`src/rtl/ifetch_pkg.sv`:
```
// Shared types and helpers for the instruction-fetch front end.
//   fetch_state_e : RUN (issuing ROM reads) / FAULT (fetch PC unusable, no issue)
//   INSTR_W       : instruction word width
//   WORD_BYTES    : PC increment per fetched word
//   pc_ok()       : 1 when a byte PC is word aligned and inside the ROM window
package ifetch_pkg;

  typedef enum logic {
    RUN   = 1'b0,
    FAULT = 1'b1
  } fetch_state_e;

  localparam int INSTR_W    = 32;
  localparam int WORD_BYTES = 4;

  // Fetchable byte range is [0, 2^(addr_w+2)); anything above, or a PC
  // that is not word aligned, must never reach the ROM.
  function automatic logic pc_ok(input logic [31:0] pc, input int addr_w);
    return (pc[1:0] == 2'b00) && ((pc >> (addr_w + 2)) == 32'd0);
  endfunction

endpackage

```
`src/rtl/ifetch_fifo.sv`:
```
// Prefetch queue: synchronous FIFO with synchronous flush and show-ahead head.
//   clock, reset : clock, asynchronous active-high reset
//   flush        : empties the queue this cycle (wins over push/pop)
//   push, push_data : write one entry at the tail (ignored when full)
//   pop          : drop the head entry (ignored when empty)
//   head_data    : entry at the head (meaningless while empty)
//   count, full, empty : occupancy status, all registered
module ifetch_fifo
  import ifetch_pkg::*;
#(
  parameter  int WIDTH = 2 * INSTR_W,
  parameter  int DEPTH = 4,
  localparam int PTR_W = $clog2(DEPTH),
  localparam int CNT_W = PTR_W + 1
) (
  input  logic             clock,
  input  logic             reset,
  input  logic             flush,
  input  logic             push,
  input  logic [WIDTH-1:0] push_data,
  input  logic             pop,
  output logic [WIDTH-1:0] head_data,
  output logic [CNT_W-1:0] count,
  output logic             full,
  output logic             empty
);

  logic [WIDTH-1:0] mem [DEPTH];
  logic [PTR_W-1:0] wr_ptr_q;
  logic [PTR_W-1:0] rd_ptr_q;
  logic             do_push;
  logic             do_pop;

  assign full      = (count == CNT_W'(DEPTH));
  assign empty     = (count == '0);
  assign do_push   = push && !full && !flush;
  assign do_pop    = pop && !empty && !flush;
  assign head_data = mem[rd_ptr_q];

  // NOTE: the storage array has no reset; entries are only observable once
  // written, and leaving it out of reset keeps it a plain register file/RAM.
  always_ff @(posedge clock) begin
    if (do_push) mem[wr_ptr_q] <= push_data;
  end

  // NOTE: sequential state uses non-blocking assignments so every register
  // samples pre-edge values regardless of statement order.
  always_ff @(posedge clock or posedge reset) begin
    if (reset) begin
      wr_ptr_q <= '0;
      rd_ptr_q <= '0;
      count    <= '0;
    end else if (flush) begin
      wr_ptr_q <= '0;
      rd_ptr_q <= '0;
      count    <= '0;
    end else begin
      // DEPTH is a power of two, so pointers wrap naturally.
      if (do_push) wr_ptr_q <= wr_ptr_q + PTR_W'(1);
      if (do_pop)  rd_ptr_q <= rd_ptr_q + PTR_W'(1);
      case ({do_push, do_pop})
        2'b10:   count <= count + CNT_W'(1);
        2'b01:   count <= count - CNT_W'(1);
        default: count <= count;
      endcase
    end
  end

endmodule

```
`src/rtl/ifetch_prefetch.sv`:
```
// Instruction-fetch front end: owns the fetch PC, issues word reads to a
// synchronous ROM (data one cycle after the strobe), queues returned words
// with their PCs and hands them to decode over valid/ready.
//   clock, reset           : clock, asynchronous active-high reset
//   rom_en_o, rom_adr_o    : ROM read strobe and word address
//   rom_data_i             : ROM read data, one cycle after rom_en_o
//   redirect_i/_pc_i       : execute-stage redirect; flushes queue and in-flight read
//   instr_valid_o/ready_i  : decode handshake
//   instr_o, instr_pc_o    : head instruction and its byte PC
//   link_addr_o            : instr_pc_o + 4
//   fetch_fault_o          : high while fetch is stopped on a bad PC
module ifetch_prefetch
  import ifetch_pkg::*;
#(
  parameter int          ADDR_W   = 14,
  parameter int          DEPTH    = 4,
  parameter logic [31:0] RESET_PC = 32'h0
) (
  input  logic               clock,
  input  logic               reset,
  output logic               rom_en_o,
  output logic [ADDR_W-1:0]  rom_adr_o,
  input  logic [INSTR_W-1:0] rom_data_i,
  input  logic               redirect_i,
  input  logic [31:0]        redirect_pc_i,
  output logic               instr_valid_o,
  input  logic               instr_ready_i,
  output logic [INSTR_W-1:0] instr_o,
  output logic [31:0]        instr_pc_o,
  output logic [31:0]        link_addr_o,
  output logic               fetch_fault_o
);

  localparam int CNT_W = $clog2(DEPTH) + 1;

  fetch_state_e       state_q;
  logic [31:0]        fetch_pc_q;
  logic [31:0]        pc_next;
  logic               epoch_q;
  logic               inflight_q;
  logic               tag_q;
  logic [31:0]        req_pc_q;
  logic [INSTR_W-1:0] last_instr_q;
  logic [31:0]        last_pc_q;
  logic [31:0]        last_link_q;

  logic               issue;
  logic               credit_ok;
  logic [CNT_W:0]     credit_used;
  logic               push;
  logic               pop;
  logic [63:0]        head_data;
  logic [CNT_W-1:0]   fifo_count;
  logic               fifo_full;
  logic               fifo_empty;
  logic [31:0]        head_pc;
  logic [INSTR_W-1:0] head_instr;

  // The in-flight read already owns a queue slot, so the queue can never overflow.
  assign credit_used = {1'b0, fifo_count} + {{CNT_W{1'b0}}, inflight_q};
  assign credit_ok   = (credit_used < (CNT_W + 1)'(DEPTH)) && !fifo_full;
  assign issue       = (state_q == RUN) && !redirect_i && credit_ok && pc_ok(fetch_pc_q, ADDR_W);

  assign rom_en_o  = issue && !reset;
  assign rom_adr_o = fetch_pc_q[ADDR_W+1:2];

  // A response belongs to the current stream only if no redirect happened since its issue.
  assign push = inflight_q && (tag_q == epoch_q);
  assign pop  = instr_valid_o && instr_ready_i;

  // NOTE: every variable assigned in always_comb gets a default first, so no latch is inferred.
  always_comb begin
    pc_next = fetch_pc_q;
    if (redirect_i)  pc_next = redirect_pc_i;
    else if (issue)  pc_next = fetch_pc_q + 32'(WORD_BYTES);
  end

  always_ff @(posedge clock or posedge reset) begin
    if (reset) begin
      state_q      <= RUN;
      fetch_pc_q   <= RESET_PC;
      epoch_q      <= 1'b0;
      inflight_q   <= 1'b0;
      tag_q        <= 1'b0;
      req_pc_q     <= '0;
      last_instr_q <= '0;
      last_pc_q    <= '0;
      last_link_q  <= '0;
    end else begin
      fetch_pc_q <= pc_next;
      inflight_q <= issue;
      if (issue) begin
        tag_q    <= epoch_q;
        req_pc_q <= fetch_pc_q;
      end
      if (redirect_i) epoch_q <= ~epoch_q;

      // Fault is decided on the PC that will be presented next cycle, so a
      // bad redirect target shows up as FAULT one cycle after the redirect.
      if (state_q == RUN) begin
        if (!pc_ok(pc_next, ADDR_W)) state_q <= FAULT;
      end else if (redirect_i && pc_ok(redirect_pc_i, ADDR_W)) begin
        state_q <= RUN;
      end

      // Remember the last presented head so outputs hold while the queue is empty.
      if (!fifo_empty) begin
        last_instr_q <= head_instr;
        last_pc_q    <= head_pc;
        last_link_q  <= head_pc + 32'd4;
      end
    end
  end

  ifetch_fifo #(
    .WIDTH (64),
    .DEPTH (DEPTH)
  ) u_fifo (
    .clock     (clock),
    .reset     (reset),
    .flush     (redirect_i),
    .push      (push),
    .push_data ({req_pc_q, rom_data_i}),
    .pop       (pop),
    .head_data (head_data),
    .count     (fifo_count),
    .full      (fifo_full),
    .empty     (fifo_empty)
  );

  assign head_pc    = head_data[63:32];
  assign head_instr = head_data[31:0];

  assign instr_valid_o = !fifo_empty;
  assign instr_o       = fifo_empty ? last_instr_q : head_instr;
  assign instr_pc_o    = fifo_empty ? last_pc_q    : head_pc;
  assign link_addr_o   = fifo_empty ? last_link_q  : head_pc + 32'd4;
  assign fetch_fault_o = (state_q == FAULT);

endmodule

```
`config.mk`:
```
export PLATFORM = sky130hd
export DESIGN_NAME = ifetch_prefetch
export DESIGN_NICKNAME = d
export VERILOG_FILES = /design/src/rtl/ifetch_pkg.sv /design/src/rtl/ifetch_fifo.sv /design/src/rtl/ifetch_prefetch.sv
export SDC_FILE = /design/constraint.sdc
export NUM_CORES = 1
export LEC_CHECK = 0
export CORE_MARGIN = 2
export CORE_UTILIZATION = 60
export DETAILED_ROUTE_END_ITERATION = 10
export PLACE_DENSITY = 0.82
export SLEW_MARGIN = 20
export SYNTH_ARGS = -nofsm -noshare
export SYNTH_HDL_FRONTEND = slang
export SYNTH_SLANG_ARGS = --single-unit
```
`constraint.sdc`:
```
create_clock -name clock -period 12.53 [get_ports clock]
set_input_delay 2.506 -clock clock [delete_from_list [all_inputs] [get_ports clock]]
set_output_delay 2.506 -clock clock [all_outputs]
set_load 0.03 [all_outputs]
```
# [Word level (Yosys, flattened, before mapping)]
# Memory sizes are Yosys's and may differ from the RTL's.
# Cells that the tools add are included.
# Widths: inputs -> output; s select.
[op_classes] add_sub_neg=7 magnitude_cmp=1 mux=16 n_reduce_logical=30 shifts=0 multipliers=0 div_mod_pow=0 bitwise_logic=2 n_eq_ne=4
[op_table] operator="$mux 32" n=5
[op_table] operator="$logic_not 32->1" n=3
[op_table] operator="$add 32x3->32 const B" n=2
[op_table] operator="$logic_and 1x1->1" n=15
[op_table] operator="$mux 2" n=4
[op_table] operator="$logic_not 2->1" n=3
[op_table] operator="$pmux 3 s2" n=1
[op_table] operator="$reduce_bool 2->1" n=3
[op_table] operator="$mux 1" n=5
[op_table] operator="$add 2x1->2 const B" n=2
[op_table] operator="$add 3x1->4" n=1
[op_table] operator="$logic_not 1->1" n=4
[op_table] operator="$lt 4x3->1 const B" n=1
[op_table] operator="$add 3x1->3 const B" n=1
[op_table] operator="$eq 3x3->1 const B" n=1
[op_table] operator="$logic_not 3->1" n=1
[op_table] operator="$mux 3" n=1
[op_table] operator="$reduce_bool 3->1" n=1
[op_table] operator="$sub 3x1->3 const B" n=1
[op_table] operator="$eq 2x1->1 const B" n=1
[op_table] operator="$eq 2x2->1 const B" n=1
[op_table] operator="$not 1->1" n=2
[op_table] operator="$eq 1x1->1" n=1
[totals] latchBits=0 elab_cells=74 romBits=0 ff_bits=171 memories=1 ram_bits=256 input_bits=68 out_inout_bits=113
[memory_table] name="u_fifo.mem" depth=4 word_bits=64 rd=1 rd_clocked_by_memory_dff=0 write_ports=1 line_no="ifetch_fifo.sv:28" text="logic [WIDTH-1:0] mem [DEPTH];"

# [Logic depth before layout (Yosys ltp)]
[logic_depth] depth_word=11 depth_mapped=10 ltp_nobuf=10

# [Cells and area by module]
# From an unflattened synthesis, not the netlist that was laid out.
[hier_totals] cells_unflattened=991 area_unflattened_um2=16863.7
[by_module_without_submodules] mod="ifetch_fifo" cells_each=401 area_each_um2=9811.9 instances=1 seq_area_each_um2=7862.5
[by_module_without_submodules] mod="ifetch_prefetch" cells_each=590 area_each_um2=7051.8 instances=1 seq_area_each_um2=4103.9

# [Worst setup path after synthesis]
# No wires, ideal clock.
[synth_path] path_type="input to output" start="in redirect_i" end="out rom_en_o" stages=6 arrival_ns=3.811 slack_ns=6.213 path_buffers=2 required_time_ns=10.024 cell_sequence="nor2_1 nand4_1 a311o_1 clkbuf_1 clkbuf_1 nor2_1"
[synth_between] elab_chain_cells=5
[synth_lines] element="start: declaration" line_no="ifetch_prefetch.sv:24" text="input logic redirect_i,"
[synth_lines] element="$logic_not 1->1" line_no="ifetch_prefetch.sv:62" text="assign issue = (state_q == RUN) && !redirect_i && credit_ok && pc_ok(fetch_pc_q, ADDR_W);"
[synth_lines] element="$logic_and 1x1->1 (3 in series)" line_no="ifetch_prefetch.sv:62"
[synth_lines] element="$logic_and 1x1->1" line_no="ifetch_prefetch.sv:64" text="assign rom_en_o = issue && !reset;"
[synth_lines] element="end: declaration" line_no="ifetch_prefetch.sv:21" text="output logic rom_en_o,"
# No other way between the ends.

# [Worst setup path in the final report]
# Same ends and word-level chain as after synthesis.

==> implementation parameters <==
Parameter                              Value

Clocking
  Clock Pin Slew Worst Setup and Hold Paths    0.06 ns
  Number of buffers created by CTS    43
  Hold-fix buffers at CTS    0
  Master cell of the clock root buffer    sky130_fd_sc_hd__clkbuf_16
  Clock tree sinks    427
  Number of buffers between clock root and the deepest sink    3
  TritonCTS clock tree    done
  # Post-CTS Setup Buffers    0
  H-Tree Level Count    2
  PostCTS Resize Cnt    0
  Clock latency of the later-clocked register in the worst-skew pair    0.53 ns

Die
  Die outline width    171 um
  Core area    27700 um^2
  Number of top-level design ports    181
  Die area    29400 um^2
  Effective utilization at floorplan    60.6%
  Core Rows    61
  Overall die height    171 um

Timing
  Final clock period utilization by the worst path    60.2%
  Least setup slack across all paths after layout    4.98 ns
  Setup_tns    0 ns
  Tightest slew margin relative to the limit    33.1%
  Worst slew pin tran    1.00 ns
  RSZ-0062 raised after global routing    no
  Final-report setup violation count    0
  Final period demand of the worst path    7.55 ns
  Final count of pins violating max slew    0
  Achievable clock frequency    0.132 GHz
  Final Hold Violating Endpoints    0
  Skew final    0.0191 ns

Setup path
  Flop2flop setup slack    8.80 ns
  Worst r2r src    u_fifo.rd_ptr_q[0]$_DFFE_PP0P_
  Worst setup path startpoint    redirect_i
  WS Path Type    in2out
  Launching element type of the critical path    input pin
  Type of element capturing the critical path    output port
  End point of the critical path    rom_en_o
  Data arrival time of the critical path    5.04 ns
  Required time worst endpoint    10.02 ns
  Crit-path max FO    50
  Worst flop-to-flop path endpoint    last_link_q[24]$_DFF_PP0_
  Worst-case reg-to-reg path depth    8

Global routing
  Grt total ovfl    0
  Pin count of the biggest net entering global routing    114
  Number of global-route vias before repair    9765
  Total global routing track utilization    23.3%
  First-pass GRT wire length    52.5 mm
  Initial antenna violation count    0

Routing
  Count of nets left with antenna violations after detail routing    0
  Vias per std cell    5.62
  Routed wire length    33.2 mm
  Length of the first detailed-routing pass in iterations    5
  Count of routing violations after the opening detailed-route iteration    757
  DRC violation count after routing    0
  Routed wire length per instance    20.0 um
  Total via count after detailed routing    9351

Yosys
  Synth Area per Inst    15.5 um^2
  Most used DFF post-synth    sky130_fd_sc_hd__edfxtp_1
  Synth Cell Area    16800 um^2
  Syn_nets    1158
  Seq/Total Area, Yosys    71.2%
  Number of distinct library cell variants in the gate-level netlist after synthesis    53
  Share of async-settable or async-resettable flops after synthesis    40.0%
  Number of warnings reported in the yosys synthesis log    0
  Cell count after synthesis    1083
  Number of synthesized flops with an enable pin    256
  Seq cells post-synth    427

Power and ir drop
  Sequential fraction of design power    44.8%
  Pleak    7.73 nW
  Combinational power share    23.3%
  Switching Fraction    29.0%
  Net switching component of the power    1.09 mW
  Internal Power    2.67 mW
  Worst IR drop on VDD    0.153 mV
  Share of total power in the clock network    31.9%
  Areal power density over the cells    187 nW/um^2

Final layout
  Antenna Diode Count    0
  Area used by multi-input combinational logic    4420 um^2
  Synth-to-Final Area Change    19.8%
  Filler cell count    1712
  Seq. cell area    12000 um^2
  Share of layout cells above drive strength 1    13.8%
  Nets    1329

Placement
  Worst slack, placed    5.01 ns
  Count of buffers inserted at the top-level ports    180
  Gp weighted congestion    0.804
  Half-perimeter wire length after detailed placement    19.5 mm

Status
  Result of the run    complete, no violations

Job
  Maximum capacitance violations    0

Min path
  Worst hold-check path type    reg2reg
through the flow:
| stage | utilization [%] | power (mW) | area [um^2] | hold WS (ns) | cells |
|---|---|---|---|---|---|
| floorplan | - | 2.17 | 16800 | 0.468 | 1083 |
| global placement | 67.8 | 2.57 | 18800 | 0.445 | 1586 |
| detailed placement | 67.8 | 2.59 | 18800 | 0.451 | 1586 |
| CTS | 72.5 | 3.79 | 20100 | 0.463 | 1664 |
| global route | 72.6 | 3.91 | 20100 | 0.482 | 1665 |
| finish | 72.6 | 3.76 | 20100 | 0.458 | 1665 |
cell usage in the layout, fill, tap and decap left out, drive strengths merged, types with 4 or more instances in the layout:
cell,instances
xor2,17
a21oi,6
and3,9
nor4,18
and2,24
clkinv,18
mux4,64
xnor2,23
nand3,13
o21ai,44
dfrtp,171
edfxtp,256
nand4,10
clkbuf,59
nand2,245
mux2,32
nor2,25
nor3,10
inv,13
clkdlybuf4s50,180
a221o,6
nor3b,4
buf,8
a31oi,4
ha,6
per-layer routing:
metal / share of wire [%] / wire [um] / up-vias / GRT usage [%]
li1: - / - / 4290 / -
met1: 42 / 13900 / 4716 / 32.1
met2: 50 / 16700 / 292 / 39.0
met3: 5.9 / 1950 / 53 / 4.28
met4: 1.8 / 586 / 0 / 5.78
met5: 0 / 0 / - / 0
cells by family (layout without fill, tap and decap cells):
kind of cell             after synthesis  count (layout)  synth area share (%)
AO/OA/AOI/OAI                         67              67                  2.41
XOR/XNOR                              40              40                  2.09
adder cells (fa/ha/maj)                7               7                 0.566
buffers and inverters                 75             279                  2.52
flip-flops                           427             427                  71.2
multiplexers                          98              98                  11.1
AND/OR/NAND/NOR                      369             369                  10.1
cell usage after synthesis (2+ instances only):
master | instances | share of area (%)
sky130_fd_sc_hd__nand4_1 | 8 | 0.30
sky130_fd_sc_hd__o311ai_0 | 2 | 0.10
sky130_fd_sc_hd__o21ai_1 | 7 | 0.21
sky130_fd_sc_hd__o21ai_0 | 37 | 1.1
sky130_fd_sc_hd__nand2b_1 | 2 | 0.074
sky130_fd_sc_hd__nor2_1 | 25 | 0.56
sky130_fd_sc_hd__and3_1 | 9 | 0.34
sky130_fd_sc_hd__clkbuf_8 | 4 | 0.33
sky130_fd_sc_hd__buf_2 | 7 | 0.21
sky130_fd_sc_hd__nor3_1 | 10 | 0.30
sky130_fd_sc_hd__xor2_1 | 17 | 0.89
sky130_fd_sc_hd__buf_1 | 4 | 0.089
sky130_fd_sc_hd__inv_1 | 12 | 0.27
sky130_fd_sc_hd__a221o_1 | 6 | 0.36
sky130_fd_sc_hd__dfrtp_1 | 171 | 25
sky130_fd_sc_hd__or4_1 | 2 | 0.089
sky130_fd_sc_hd__nor3b_1 | 4 | 0.18
sky130_fd_sc_hd__xnor2_1 | 23 | 1.2
sky130_fd_sc_hd__buf_4 | 14 | 0.63
sky130_fd_sc_hd__nor4_1 | 12 | 0.45
sky130_fd_sc_hd__and2_1 | 24 | 0.89
sky130_fd_sc_hd__mux4_2 | 53 | 7.1
sky130_fd_sc_hd__mux2_2 | 32 | 2.1
sky130_fd_sc_hd__nand2_1 | 243 | 5.4
sky130_fd_sc_hd__edfxtp_1 | 256 | 46
sky130_fd_sc_hd__nand4_2 | 2 | 0.15
sky130_fd_sc_hd__nor4_2 | 5 | 0.37
sky130_fd_sc_hd__a31oi_1 | 4 | 0.15
sky130_fd_sc_hd__a21oi_1 | 6 | 0.18
sky130_fd_sc_hd__mux2i_1 | 2 | 0.12
sky130_fd_sc_hd__ha_1 | 6 | 0.45
sky130_fd_sc_hd__clkbuf_1 | 28 | 0.63
sky130_fd_sc_hd__mux4_1 | 11 | 1.7
sky130_fd_sc_hd__nand3_1 | 13 | 0.39
sky130_fd_sc_hd__buf_6 | 4 | 0.27
critical path: stages:
cell,delay [ns]
sky130_fd_sc_hd__clkdlybuf4s50_1,0.39
sky130_fd_sc_hd__buf_4,0.29
sky130_fd_sc_hd__nor2_1,0.19
sky130_fd_sc_hd__nand4_1,0.12
sky130_fd_sc_hd__a311o_2,0.37
sky130_fd_sc_hd__buf_4,0.30
sky130_fd_sc_hd__nor2_1,0.15
sky130_fd_sc_hd__clkdlybuf4s50_1,0.68
how the worst min path moves through the flow:
| stage | cells after the start | to | slack (ns) | start |
|---|---|---|---|---|
| 6_report | 2 | last_pc_q[16]$_DFF_PP0_ | 0.46 | last_pc_q[16]$_DFF_PP0_ |
| 3_5_place_dp | 2 | last_pc_q[16]$_DFF_PP0_ | 0.45 | last_pc_q[16]$_DFF_PP0_ |
| 2_1_floorplan | 0 | u_fifo.mem[0][32]$_DFFE_PP_ | 0.47 | req_pc_q[0]$_DFFE_PP0N_ |
| 3_3_place_gp | 2 | last_instr_q[28]$_DFF_PP0_ | 0.45 | last_instr_q[28]$_DFF_PP0_ |
| 4_1_cts | 2 | last_instr_q[22]$_DFF_PP0_ | 0.46 | last_instr_q[22]$_DFF_PP0_ |
| 5_1_grt | 2 | last_instr_q[22]$_DFF_PP0_ | 0.48 | last_instr_q[22]$_DFF_PP0_ |
state kept, by name, summed over array words and instances, names as in the netlist:
signal           count
fetch_pc_q          32
epoch_q              1
inflight_q           1
u_fifo.mem         256
last_instr_q        32
last_pc_q           32
req_pc_q            32
u_fifo.rd_ptr_q      2
last_link_q         32
u_fifo.wr_ptr_q      2
fetch_fault_o        1
u_fifo.count         3
tag_q                1
final cells by class:
class                      instances  area share, %
sequential                       427           59.5
multi-input combinational        581           22.0
timing repair buffer             188           9.37
clock buffer                      59           6.01
tap                              378           2.35
clock inverter                    19          0.553
inverter                          13          0.267
power by group through the flow:
| stage | sequential [mW] | combinational, mW | clock, mW |
|---|---|---|---|
| 2_1_floorplan | 1.70 | 0.477 | 0 |
| 3_3_place_gp | 1.70 | 0.865 | 0 |
| 3_5_place_dp | 1.71 | 0.880 | 0 |
| 4_1_cts | 1.69 | 0.884 | 1.22 |
| 5_1_grt | 1.70 | 0.933 | 1.28 |
| 6_report | 1.68 | 0.878 | 1.20 |
No activity file was read; power rests on OpenSTA's default activity.
